==> src/rtl/audio_mix_sequencer.sv <==
// audio_mix_sequencer: time-multiplexed stereo mixer.
// On a sample tick it snapshots all sources and channel settings, then runs one
// multiply-accumulate per clock over NCH channels. The result is a saturated
// 9-bit left/right sample with a one-clock valid strobe.
// The channel registers are reached through an index/data I/O port pair.
// Optional feature: define AUDIOSEQ_AUTOINC_EN so that each data-port access
// advances the index register.
module audio_mix_sequencer #(
    parameter int         NCH        = 8,
    parameter logic [7:0] INDEX_PORT = 8'hF4,
    parameter logic [7:0] DATA_PORT  = 8'hF5
) (
    input  logic               clk,
    input  logic               mrst_n,
    input  logic [7:0]         a,
    input  logic               iorq_n,
    input  logic               rd_n,
    input  logic               wr_n,
    input  logic [7:0]         din,
    output logic [7:0]         dout,
    output logic               oe,
    input  logic               sample_tick,
    input  logic [8*NCH-1:0]   src_bus,
    output logic [8:0]         output_left,
    output logic [8:0]         output_right,
    output logic               sample_valid,
    output logic               busy
);

    localparam int         CW         = (NCH > 1) ? $clog2(NCH) : 1;
    localparam logic [3:0] STATUS_IDX = 4'd8;

    typedef enum logic [1:0] {S_IDLE, S_ACC, S_OUT} state_t;

    state_t         state, state_nxt;

    logic [7:0]     chreg    [NCH];
    logic [7:0]     snap_src [NCH];
    logic [7:0]     snap_reg [NCH];
    logic [3:0]     index;
    logic           overrun;
    logic [CW-1:0]  ch;
    logic [14:0]    acc_l, acc_r;
    logic           io_wr_q, io_rd_q;

    logic           io_wr, wr_first, rd_first;
    logic           idx_wr, data_wr, idx_valid;
    logic [CW-1:0]  idx_sel;
    logic           snap_en, acc_en, out_en, tick_drop;
    logic [7:0]     cur_src, cur_reg;
    logic [11:0]    prod;

    // Power-on settings: AY channel A left, B right, C centre; beeper/specdrum centre.
    function automatic logic [7:0] chreg_reset(input int n);
        if (n >= 6) return 8'hCF;
        case (n % 3)
            0:       return 8'h8F;
            1:       return 8'h4F;
            default: return 8'hCF;
        endcase
    endfunction

    // Saturate a 15-bit accumulator (scaled by 1/32) to the 9-bit output range.
    function automatic logic [8:0] saturate(input logic [14:0] acc);
        return (acc[14:5] > 10'd511) ? 9'd511 : acc[13:5];
    endfunction

    // I/O decode; register side effects fire on the first clock of each bus cycle.
    assign io_wr     = !iorq_n && !wr_n;
    assign oe        = (a == DATA_PORT) && !iorq_n && !rd_n;
    assign wr_first  = io_wr && !io_wr_q;
    assign rd_first  = oe && !io_rd_q;
    assign idx_wr    = wr_first && (a == INDEX_PORT);
    assign data_wr   = wr_first && (a == DATA_PORT);
    assign idx_valid = ({28'd0, index} < 32'(NCH));
    assign idx_sel   = index[CW-1:0];

    // Read data mux: channel register, status word, or zero.
    always_comb begin
        dout = 8'h00;
        if (idx_valid)
            dout = chreg[idx_sel];
        else if (index == STATUS_IDX)
            dout = {6'b0, overrun, busy};
    end

    // Sequencer next-state and one-hot control strobes.
    always_comb begin
        // NOTE: every signal assigned here gets a default first, so no path leaves one unassigned and no latch is inferred.
        state_nxt = state;
        snap_en   = 1'b0;
        acc_en    = 1'b0;
        out_en    = 1'b0;
        tick_drop = 1'b0;
        case (state)
            S_IDLE: begin
                if (sample_tick) begin
                    snap_en   = 1'b1;
                    state_nxt = S_ACC;
                end
            end
            S_ACC: begin
                acc_en    = 1'b1;
                tick_drop = sample_tick;
                if (ch == CW'(NCH - 1))
                    state_nxt = S_OUT;
            end
            S_OUT: begin
                out_en    = 1'b1;
                tick_drop = sample_tick;
                state_nxt = S_IDLE;
            end
            default: state_nxt = S_IDLE;
        endcase
    end

    // State register.
    always_ff @(posedge clk) begin
        // NOTE: sequential state uses non-blocking assignments so every flop samples pre-edge values.
        if (!mrst_n)
            state <= S_IDLE;
        else
            state <= state_nxt;
    end

    // Snapshot of sources and settings taken at the start of each sequence.
    always_ff @(posedge clk) begin
        // NOTE: the shadow copies carry no reset; they are always reloaded before the accumulator reads them.
        if (snap_en) begin
            for (int i = 0; i < NCH; i++) begin
                snap_src[i] <= src_bus[8*i +: 8];
                snap_reg[i] <= chreg[i];
            end
        end
    end

    // Single shared multiplier for the current channel.
    assign cur_src = snap_src[ch];
    assign cur_reg = snap_reg[ch];
    assign prod    = 12'(cur_src) * 12'(cur_reg[3:0]);

    // Accumulator, channel walk and output registers.
    always_ff @(posedge clk) begin
        if (!mrst_n) begin
            acc_l        <= '0;
            acc_r        <= '0;
            ch           <= '0;
            busy         <= 1'b0;
            output_left  <= '0;
            output_right <= '0;
            sample_valid <= 1'b0;
        end else begin
            sample_valid <= 1'b0;
            if (snap_en) begin
                acc_l <= '0;
                acc_r <= '0;
                ch    <= '0;
                busy  <= 1'b1;
            end
            if (acc_en) begin
                if (cur_reg[7]) acc_l <= acc_l + 15'(prod);
                if (cur_reg[6]) acc_r <= acc_r + 15'(prod);
                if (ch != CW'(NCH - 1))
                    ch <= ch + 1'b1;
            end
            if (out_en) begin
                output_left  <= saturate(acc_l);
                output_right <= saturate(acc_r);
                sample_valid <= 1'b1;
                busy         <= 1'b0;
            end
        end
    end

    // CPU-visible registers: index, channel settings, overrun flag.
    always_ff @(posedge clk) begin
        if (!mrst_n) begin
            index   <= '0;
            overrun <= 1'b0;
            io_wr_q <= 1'b0;
            io_rd_q <= 1'b0;
            for (int i = 0; i < NCH; i++)
                chreg[i] <= chreg_reset(i);
        end else begin
            io_wr_q <= io_wr;
            io_rd_q <= oe;
            if (idx_wr)
                index <= din[3:0];
            if (data_wr && idx_valid)
                chreg[idx_sel] <= din & 8'hCF;
`ifdef AUDIOSEQ_AUTOINC_EN
            if (data_wr || rd_first)
                index <= (index >= STATUS_IDX) ? 4'd0 : index + 4'd1;
`endif
            // A dropped tick in the same clock as a status read must not be lost.
            if (tick_drop)
                overrun <= 1'b1;
            else if (rd_first && (index == STATUS_IDX))
                overrun <= 1'b0;
        end
    end

endmodule
==> config.mk <==
export PLATFORM = sky130hd
export DESIGN_NAME = audio_mix_sequencer
export DESIGN_NICKNAME = d
export VERILOG_FILES = /design/src/rtl/audio_mix_sequencer.sv
export SDC_FILE = /design/constraint.sdc
export NUM_CORES = 1
export LEC_CHECK = 0
export ABC_AREA = 1
export CAP_MARGIN = 0
export CORE_ASPECT_RATIO = 1.4
export CORE_MARGIN = 8
export CORE_UTILIZATION = 60
export CTS_BUF_LIST = sky130_fd_sc_hd__clkbuf_16
export CTS_CLUSTER_DIAMETER = 30
export DETAILED_ROUTE_END_ITERATION = 7
export GPL_TIMING_DRIVEN = 0
export PLACE_DENSITY = 0.83
export SLEW_MARGIN = 20
export SYNTH_ARGS = -nofsm -noshare
export SYNTH_HDL_FRONTEND = slang
export SYNTH_SLANG_ARGS = --single-unit
==> constraint.sdc <==
create_clock -name clk -period 9.6 [get_ports clk]
set_clock_uncertainty 0.2 [all_clocks]
set_input_delay 2.4 -clock clk [delete_from_list [all_inputs] [get_ports clk]]
set_output_delay 2.4 -clock clk [all_outputs]
set_load 0.05 [all_outputs]
==> metrics, run 1 <==
RR Endpoint acc_l[14]; Hold Path Origin chreg[2][3]; reg2reg path depth 29; RD Place Congestion 0.975; H-tree Lvls 2; most frequent cells in the layout 236 x nand2_1, 166 x nor2_1, 160 x edfxtp_1; required time of the critical path 7000 ps; # IOs 115; grt total ovfl 0; Die H 180 µm; final cell count without fillers 1,673; final setup fails 0; crit path capture type primary output; CTS tree yes; CTS Buf Count 35; Worst Hold Endpoint snap_reg[2][3]; Post-DP HPWL 21.9 mm; max reg flops 64; ANT nets after route 0; delay-heaviest family, CP buffers and inverters; Final Hold Fails 0; Startpoint Class input pin; Max Transition Viols Final 0; outcome finished, final reports clean; global-route wire length before repair 47.5 mm; dominant synthesized flop cell edfxtp_1; initial antenna violation count 3; most common cell after layout, fill and taps aside nand2_1; Layout Nets 1,549; Post-CTS Hold Buffers 0; hold_ws 256 ps; Worst Path Buf+Inv 4; Root Driver clkbuf_16; Post-CTS Setup Repair Bufs 0; WL final 29.8 mm; Sink Count 225; Setup TNS 0 ps; IO Port Bufs 110; Rows 60; EDFF count, synth 160; post-route minimum period 6930 ps; area growth from synthesis to layout 22.4%; largest net degree at the start of global routing 54; CTS resizes 0; R2R setup slack 3890 ps; DR pass1 iterations 7; WS Path Type input pin to primary output; Inst Count DP 1,609; vias per inst 5.62; total number of vias 9,398; Min-Delay Path Class flip-flop to flip-flop; vias in the first global route 9,564; Critical Path AT 4330 ps; RSZ-0062 raised after global routing false; fin crit share 0.722; number of library cell types mapped by synthesis 45; worst rel slew slack 0.347; CTS clk-pin slew, worst paths 60 ps; maxcap violations 0; asr flop ratio synth 0; critical path fanouts, max 3; Post-Syn Instances 1,248; Critical Path, Cell by Cell clkdlybuf4s50_1, inv_1, nor4_1, nand2_1, inv_1, clkdlybuf4s50_1; wire per inst 17.8 µm; sequential area share after synthesis 0.531; DR iter-0 viols 667; hold depth 0; Syn Area/Cell 9.22 µm²; clk_lat worst skew 500 ps; RR Startpoint ch[1]; DRC violations left 0; die area 0.0239 mm²; #FFs+latches synth 225; fmax 144 MHz; Post-Syn Area 0.0115 mm²; die width 133 µm; clock buffer depth 3; GR Util All Layers 0.247; share of layout cells above drive strength 1 0.0928; Critical-path top delay cell clkdlybuf4s50_1; core area 0.0190 mm²; crit-path max cell delay 810 ps; number of synthesis warnings 0; Initial Util 0.606; Tightest Pin Transition 969 ps
worst max path at each step:
stage,cells after the start,startpoint,end,slack [ps]
final,6,a[0],oe,2670
after global routing,6,a[0],oe,2450
after CTS,6,a[0],oe,2630
after detailed placement,6,a[0],oe,2640
after global placement,7,sample_tick,acc_r[2],1110
after floorplan,6,sample_tick,acc_l[10],3060
metal layers:
metal | up-vias | share of wire | GRT usage
met5 | - | 0 | 0
met4 | 0 | 0.053 | 0.149
met3 | 116 | 0.058 | 0.0435
met2 | 408 | 0.54 | 0.459
li1 | 4508 | - | -
met1 | 4366 | 0.35 | 0.249
logic make-up after synthesis:
family | count (synthesis) | synth area share
buffers and inverters | 189 | 0.0693
AND/OR/NAND/NOR | 487 | 0.180
XOR/XNOR | 22 | 0.0167
other | 1 | 0.000326
adder cells (fa/ha/maj) | 65 | 0.0798
AO/OA/AOI/OAI | 259 | 0.123
flip-flops | 225 | 0.531
final cells by class:
class                   instances  area, µm²
flip-flops and latches        225       6110
fillers                      1306       4910
multi-input cells             835       4610
repair buffers                112       1150
clock buffers                  35        876
inverters                     144        546
well taps                     248        310
plain buffers                  45        255
clock inverters                26        229
diodes                          3       7.51
Yosys cell counts, types with 9 or more instances:
master,count,area [µm²]
clkbuf_1,20,75.1
dfxtp_1,65,1300
o21ai_0,122,611
edfxtp_1,160,4800
nand2_1,236,886
inv_1,123,462
o21ai_1,23,115
nand3_1,46,230
a21oi_1,57,285
fa_1,14,280
ha_1,51,638
o21ai_2,10,87.6
xor2_1,18,158
nor2_1,166,623
buf_2,9,45.0
inv_2,20,75.1
o22ai_1,29,181
worst register-to-register path, delay by kind of cell (launching register included):
family	cells	cell delay [ps]
fa+ha+maj	4	1420
buf+inv	7	1070
xor+xnor	1	150
flops	1	330
compound gates	7	1380
simple gates	10	1040
per-stage QoR:
stage,setup WS [ps],instance area (µm²),util
CTS,2630,14100,0.741
global route,2450,14100,0.742
detailed placement,2640,13000,0.683
finish,2670,14100,0.742
global placement,1110,12900,0.680
floorplan,3060,11500,-
Power of run 1 is not shown: default switching activity piles up to over one toggle a cycle in this logic, so the estimate is an artifact.
==> inputs of run 2 (changes only) <==
- CORE_UTILIZATION: 60 -> 58
- PLACE_DENSITY: 0.83 -> 0.81
- clock period: 9.6 -> 6.55 ns (I/O delays scaled with it)
==> run 2 against run 1 <==
  * Worst hold slack worse by 14 ps
  * Wire length is 0.66% higher
  * Sequential cell count stayed put
  * Utilization is 2.6 points lower
  * Critical path depth is 21 higher
  * Cell count is 0.12% higher
  * Non-clock buffer count stayed put
  * Setup slack worse by 1900 ps
  * Die area is 3.1% higher
  * Critical path type is now flip-flop to flip-flop
  * First-iteration DRC count is 3.6% lower
  * Register-to-register slack worse by 3100 ps
==> metrics, run 2 (synthesis results as in run 1) <==
final cell count without fillers 1,675 (+0.12%); pre-CTS WS 772 ps (-1870 ps); DR iter-0 viols 643 (-3.6%); CTS tree yes; GR Util All Layers 0.244 (-0.00292); global-route wire length before repair 47.5 mm (unchanged); fin crit share 0.886; Critical Path AT 5990 ps (+1660 ps); most common cell after layout, fill and taps aside nand2_1; core area 0.0197 mm² (+3.7%); max reg flops 64 (unchanged); hold depth 0 (unchanged); Initial Util 0.584 (-0.0215); H-tree Lvls 2 (unchanged); clk_lat worst skew 510 ps (about the same); outcome finished, final reports clean; Min-Delay Path Class flip-flop to flip-flop; required time of the critical path 6740 ps (-260 ps); total number of vias 9,355 (-0.46%); Sink Count 225 (unchanged); share of layout cells above drive strength 1 0.0922 (-0.000638); die area 0.0247 mm² (+3.1%); critical path fanouts, max 10 (+7); Die H 183 µm (+1.6%); vias per inst 5.59 (-0.58%); post-route minimum period 5810 ps; reg2reg path depth 27 (-6.9%); Layout Nets 1,548 (-0.065%); grt total ovfl 0 (unchanged); RSZ-0062 raised after global routing false; post-layout util 0.716 (-0.0260); CTS Buf Count 34 (-2.9%); CTS resizes 0 (unchanged); Post-DP HPWL 22.3 mm (+1.9%); Rows 61 (+1.7%); vias in the first global route 9,473 (-0.95%); fillers 1,432 (+9.6%); Tightest Pin Transition 957 ps (-12.5 ps); Final Hold Fails 0 (unchanged); Inst Count DP 1,613 (+0.25%); WL final 30.0 mm (+0.66%); wire per inst 17.9 µm (+0.54%); Startpoint Class flip-flop; Post-CTS Hold Buffers 0 (unchanged); final setup fails 0 (unchanged); fmax 172 MHz; largest net degree at the start of global routing 58 (+7.4%); clock buffer depth 3 (unchanged); DRC violations left 0 (unchanged); most frequent cells in the layout 236 x nand2_1, 166 x nor2_1, 160 x edfxtp_1; Root Driver clkbuf_16; Max Transition Viols Final 0 (unchanged); initial antenna violation count 2 (-1); IO Port Bufs 110 (unchanged); crit path capture type flip-flop; worst rel slew slack 0.356 (+0.00845); ANT nets after route 0 (unchanged); WS Path Type flip-flop to flip-flop; die width 135 µm (+1.5%); Post-CTS Setup Repair Bufs 0 (unchanged); maxcap violations 0 (unchanged); CTS clk-pin slew, worst paths 50 ps (about the same); # IOs 115 (unchanged); DR pass1 iterations 5 (-2); final worst setup slack 745 ps (-1930 ps); RD Place Congestion 0.959 (-1.6%); area growth from synthesis to layout 22.5% (about the same)
==> run 2: cell type report <==
| type | count | area (µm²) | area share |
|---|---|---|---|
| antenna | 2 | 5.00 | 0.000355 |
| buffer | 45 | 255 | 0.0181 |
| clock buffer | 35 | 876 | 0.0622 |
| clock inverter | 25 | 225 | 0.0160 |
| inverter | 144 | 546 | 0.0387 |
| multi-input combinational | 835 | 4610 | 0.327 |
| sequential | 225 | 6110 | 0.433 |
| tap | 252 | 315 | 0.0224 |
| timing repair buffer | 112 | 1160 | 0.0820 |
==> run 2: worst paths after layout <==
kind / from / to / slack [ps]
min reg2reg: chreg[6][3] / snap_reg[6][3] / 240
max reg2reg: ch[1] / acc_l[14] / 740
min: chreg[6][3] / snap_reg[6][3] / 240
max: ch[1] / acc_l[14] / 740
==> run 2: worst max-delay path, stage by stage (launching register included) <==
cell      delay (ps)
dfxtp_1          340
inv_2            160
clkbuf_1         440
o21ai_0          190
o22ai_1          310
inv_1            100
o21ai_2          160
nand2_1          100
fa_1             550
inv_1             60
fa_1             420
ha_1             350
a21oi_1          200
o21ai_0          140
a21oi_1          250
nor2_1            60
nor2_1           110
xor2_1           150
inv_1            150
ha_1             320
a21oi_1          230
nor2_1            70
nor2_1           100
nand3_1          210
nand3_1          150
nand2_1           50
nor2_1            90
nor2_1            40
==> run 2: per-stage QoR <==
stage | hold slack (ps) | TNS, ps | instance area (µm²)
3_3_place_gp | 229 | -142760 | 12900
2_1_floorplan | 221 | 0 | 11500
3_5_place_dp | 234 | 0 | 13000
4_1_cts | 237 | 0 | 14100
6_report | 242 | 0 | 14100
5_1_grt | 254 | 0 | 14100
==> run 2: metal layers <==
metal  global-route usage  wire (µm)
met1                0.248      10500
met2                0.462      16400
met3               0.0394       1750
met4                0.129       1390
met5                    0          0
Power of run 2 is left out for the same reason.
==> inputs of run 3 (changes only) <==
- CORE_UTILIZATION: 58 -> 52
- PLACE_DENSITY: 0.81 -> 0.77
- clock period: 6.55 -> 5.15 ns (I/O delays scaled with it)
==> run 3 against run 2 <==
  * The run now ends with negative setup slack left
  * Wire length is 5.4% higher
  * Via count is 2.8% higher
  * Sequential cell count stayed put
  * Worst hold slack worse by 4.5 ps
  * First-iteration DRC count is 12% higher
  * Maximum frequency is 11% higher
  * Die area is 10% higher
  * Setup slack worse by 840 ps
  * Cell count is 5.1% higher
  * Global-route usage is 2.6 points lower
  * Highest routed layer unchanged
==> metrics, run 3 (synthesis results as in run 1) <==
clock buffer depth 3 (unchanged); grt total ovfl 0 (unchanged); outcome finished, violations left; pre-CTS WS -690 ps (-1460 ps); crit-path max cell delay 550 ps (about the same); clk_lat worst skew 550 ps (+40 ps); # IOs 115 (unchanged); initial antenna violation count 2 (unchanged); fillers 1,572 (+9.8%); crit path capture type flip-flop; Final Cell Area 0.0151 mm² (+7.5%); GR Util All Layers 0.218 (-0.0260); Post-DP HPWL 21.9 mm (-1.8%); hold depth 0 (unchanged); maxcap violations 0 (unchanged); DR iter-0 viols 719 (+12%); final setup fails 6 (+6); area post-placement 0.0130 mm² (+0.27%); Critical-path top delay cell fa_1; fmax 191 MHz (+11%); R2R setup slack -90 ps (-840 ps); DRC violations left 0 (unchanged); CTS clk-pin slew, worst paths 60 ps (about the same); Final Hold Fails 0 (unchanged); CTS tree yes; DR pass1 iterations 5 (unchanged); RD Place Congestion 0.944 (-1.6%); die width 142 µm (+4.9%); Critical Path AT 5430 ps (-560 ps); vias in the first global route 9,426 (-0.50%); final worst setup slack -92.9 ps (-838 ps); post-layout util 0.695 (-0.0201); fin crit share 1.02 (+0.132); H-tree Lvls 1 (-1); Initial Util 0.528 (-0.0561); hold_ws 238 ps (-4.46 ps); largest net degree at the start of global routing 63 (+8.6%); reg2reg path depth 29 (+7.4%); Post-CTS Hold Buffers 0 (unchanged); Max Transition Viols Final 0 (unchanged); core area 0.0218 mm² (+11%); failing checks negative setup slack; Die H 192 µm (+5.1%); Startpoint Class flip-flop; ANT nets after route 0 (unchanged); WS Path Type flip-flop to flip-flop; Rows 64 (+4.9%); RR Endpoint acc_r[13]; wire per inst 18.0 µm (+0.27%); most common cell after layout, fill and taps aside nand2_1; CTS Buf Count 31 (-8.8%); Sink Count 225 (unchanged); share of layout cells above drive strength 1 0.190 (+0.0975); IO Port Bufs 110 (unchanged); RR Startpoint ch[0]; critical path fanouts, max 7 (-3); die area 0.0272 mm² (+10%); required time of the critical path 5340 ps (-1400 ps); total number of vias 9,613 (+2.8%); Hold Path Origin chreg[5][3]; vias per inst 5.46 (-2.2%); global-route wire length before repair 47.0 mm (-1.1%); post-route minimum period 5240 ps (-562 ps); Min-Delay Path Class flip-flop to flip-flop; max reg flops 64 (unchanged); most frequent cells in the layout 227 x nand2_1, 160 x edfxtp_1, 140 x nor2_1; Worst Hold Endpoint snap_reg[5][3]; RSZ-0062 raised after global routing true; Root Driver clkbuf_16; WL final 31.6 mm (+5.4%); Tightest Pin Transition 1000 ps (+44.7 ps); worst rel slew slack 0.325 (-0.0301); area growth from synthesis to layout 31.7%; Layout Nets 1,587 (+2.5%)
[run 3: layer usage]
| metal | vias up | wire, µm | track usage | share of wire |
|---|---|---|---|---|
| met3 | 126 | 1580 | 0.0286 | 0.050 |
| met4 | 0 | 1740 | 0.104 | 0.055 |
| met2 | 370 | 17300 | 0.424 | 0.55 |
| met1 | 4529 | 11100 | 0.224 | 0.35 |
| met5 | - | 0 | 0 | 0 |
| li1 | 4588 | - | - | - |
[run 3: worst max-delay path by stage]
| stage | startpoint | end | slack (ps) | cells past startpoint |
|---|---|---|---|---|
| after CTS | ch[0] | acc_l[13] | 2 | 29 |
| after floorplan | ch[0] | acc_l[14] | 300 | 30 |
| after global placement | ch[1] | acc_l[14] | -600 | 27 |
| after detailed placement | ch[1] | acc_l[14] | -690 | 27 |
| after global routing | ch[0] | acc_l[12] | -330 | 30 |
| final | ch[0] | acc_r[13] | -90 | 29 |
[run 3: what timing repair did]
action / CTS / global route
gates cloned: 0 / 2
endpoints found under the hold margin: 0 / 0
setup buffers: 24 / 18
setup endpoints to repair: 17 / 14
gates resized for setup: 79 / 94
pin swaps: 25 / 54
[run 3: metrics by stage]
| stage | std cells | TNS, ps |
|---|---|---|
| floorplan | 1249 | 0 |
| global placement | 1656 | -6050 |
| detailed placement | 1657 | -7130 |
| CTS | 1738 | 0 |
| global route | 1760 | -3110 |
| finish | 1760 | -383 |
[run 3: worst max-delay path, delay by kind of cell (launching register included)]
kind            cells  cell delay (ps)
flops               1              360
simple gates       11              990
fa+ha+maj           4             1680
buf+inv             7              830
compound gates      6              710
xor+xnor            1              290
[run 3: cell type report]
cell class / instances / area (µm²) / area share
Tap cell: 297 / 372 / 0.0245
Clock buffer: 31 / 776 / 0.0512
Sequential cell: 225 / 6110 / 0.404
Buffer: 44 / 359 / 0.0237
Multi-Input combinational cell: 835 / 5190 / 0.342
Antenna cell: 3 / 7.51 / 0.000496
Clock inverter: 26 / 285 / 0.0188
Inverter: 144 / 553 / 0.0365
Timing Repair Buffer: 155 / 1490 / 0.0986
Power of run 3 is left out for the same reason.
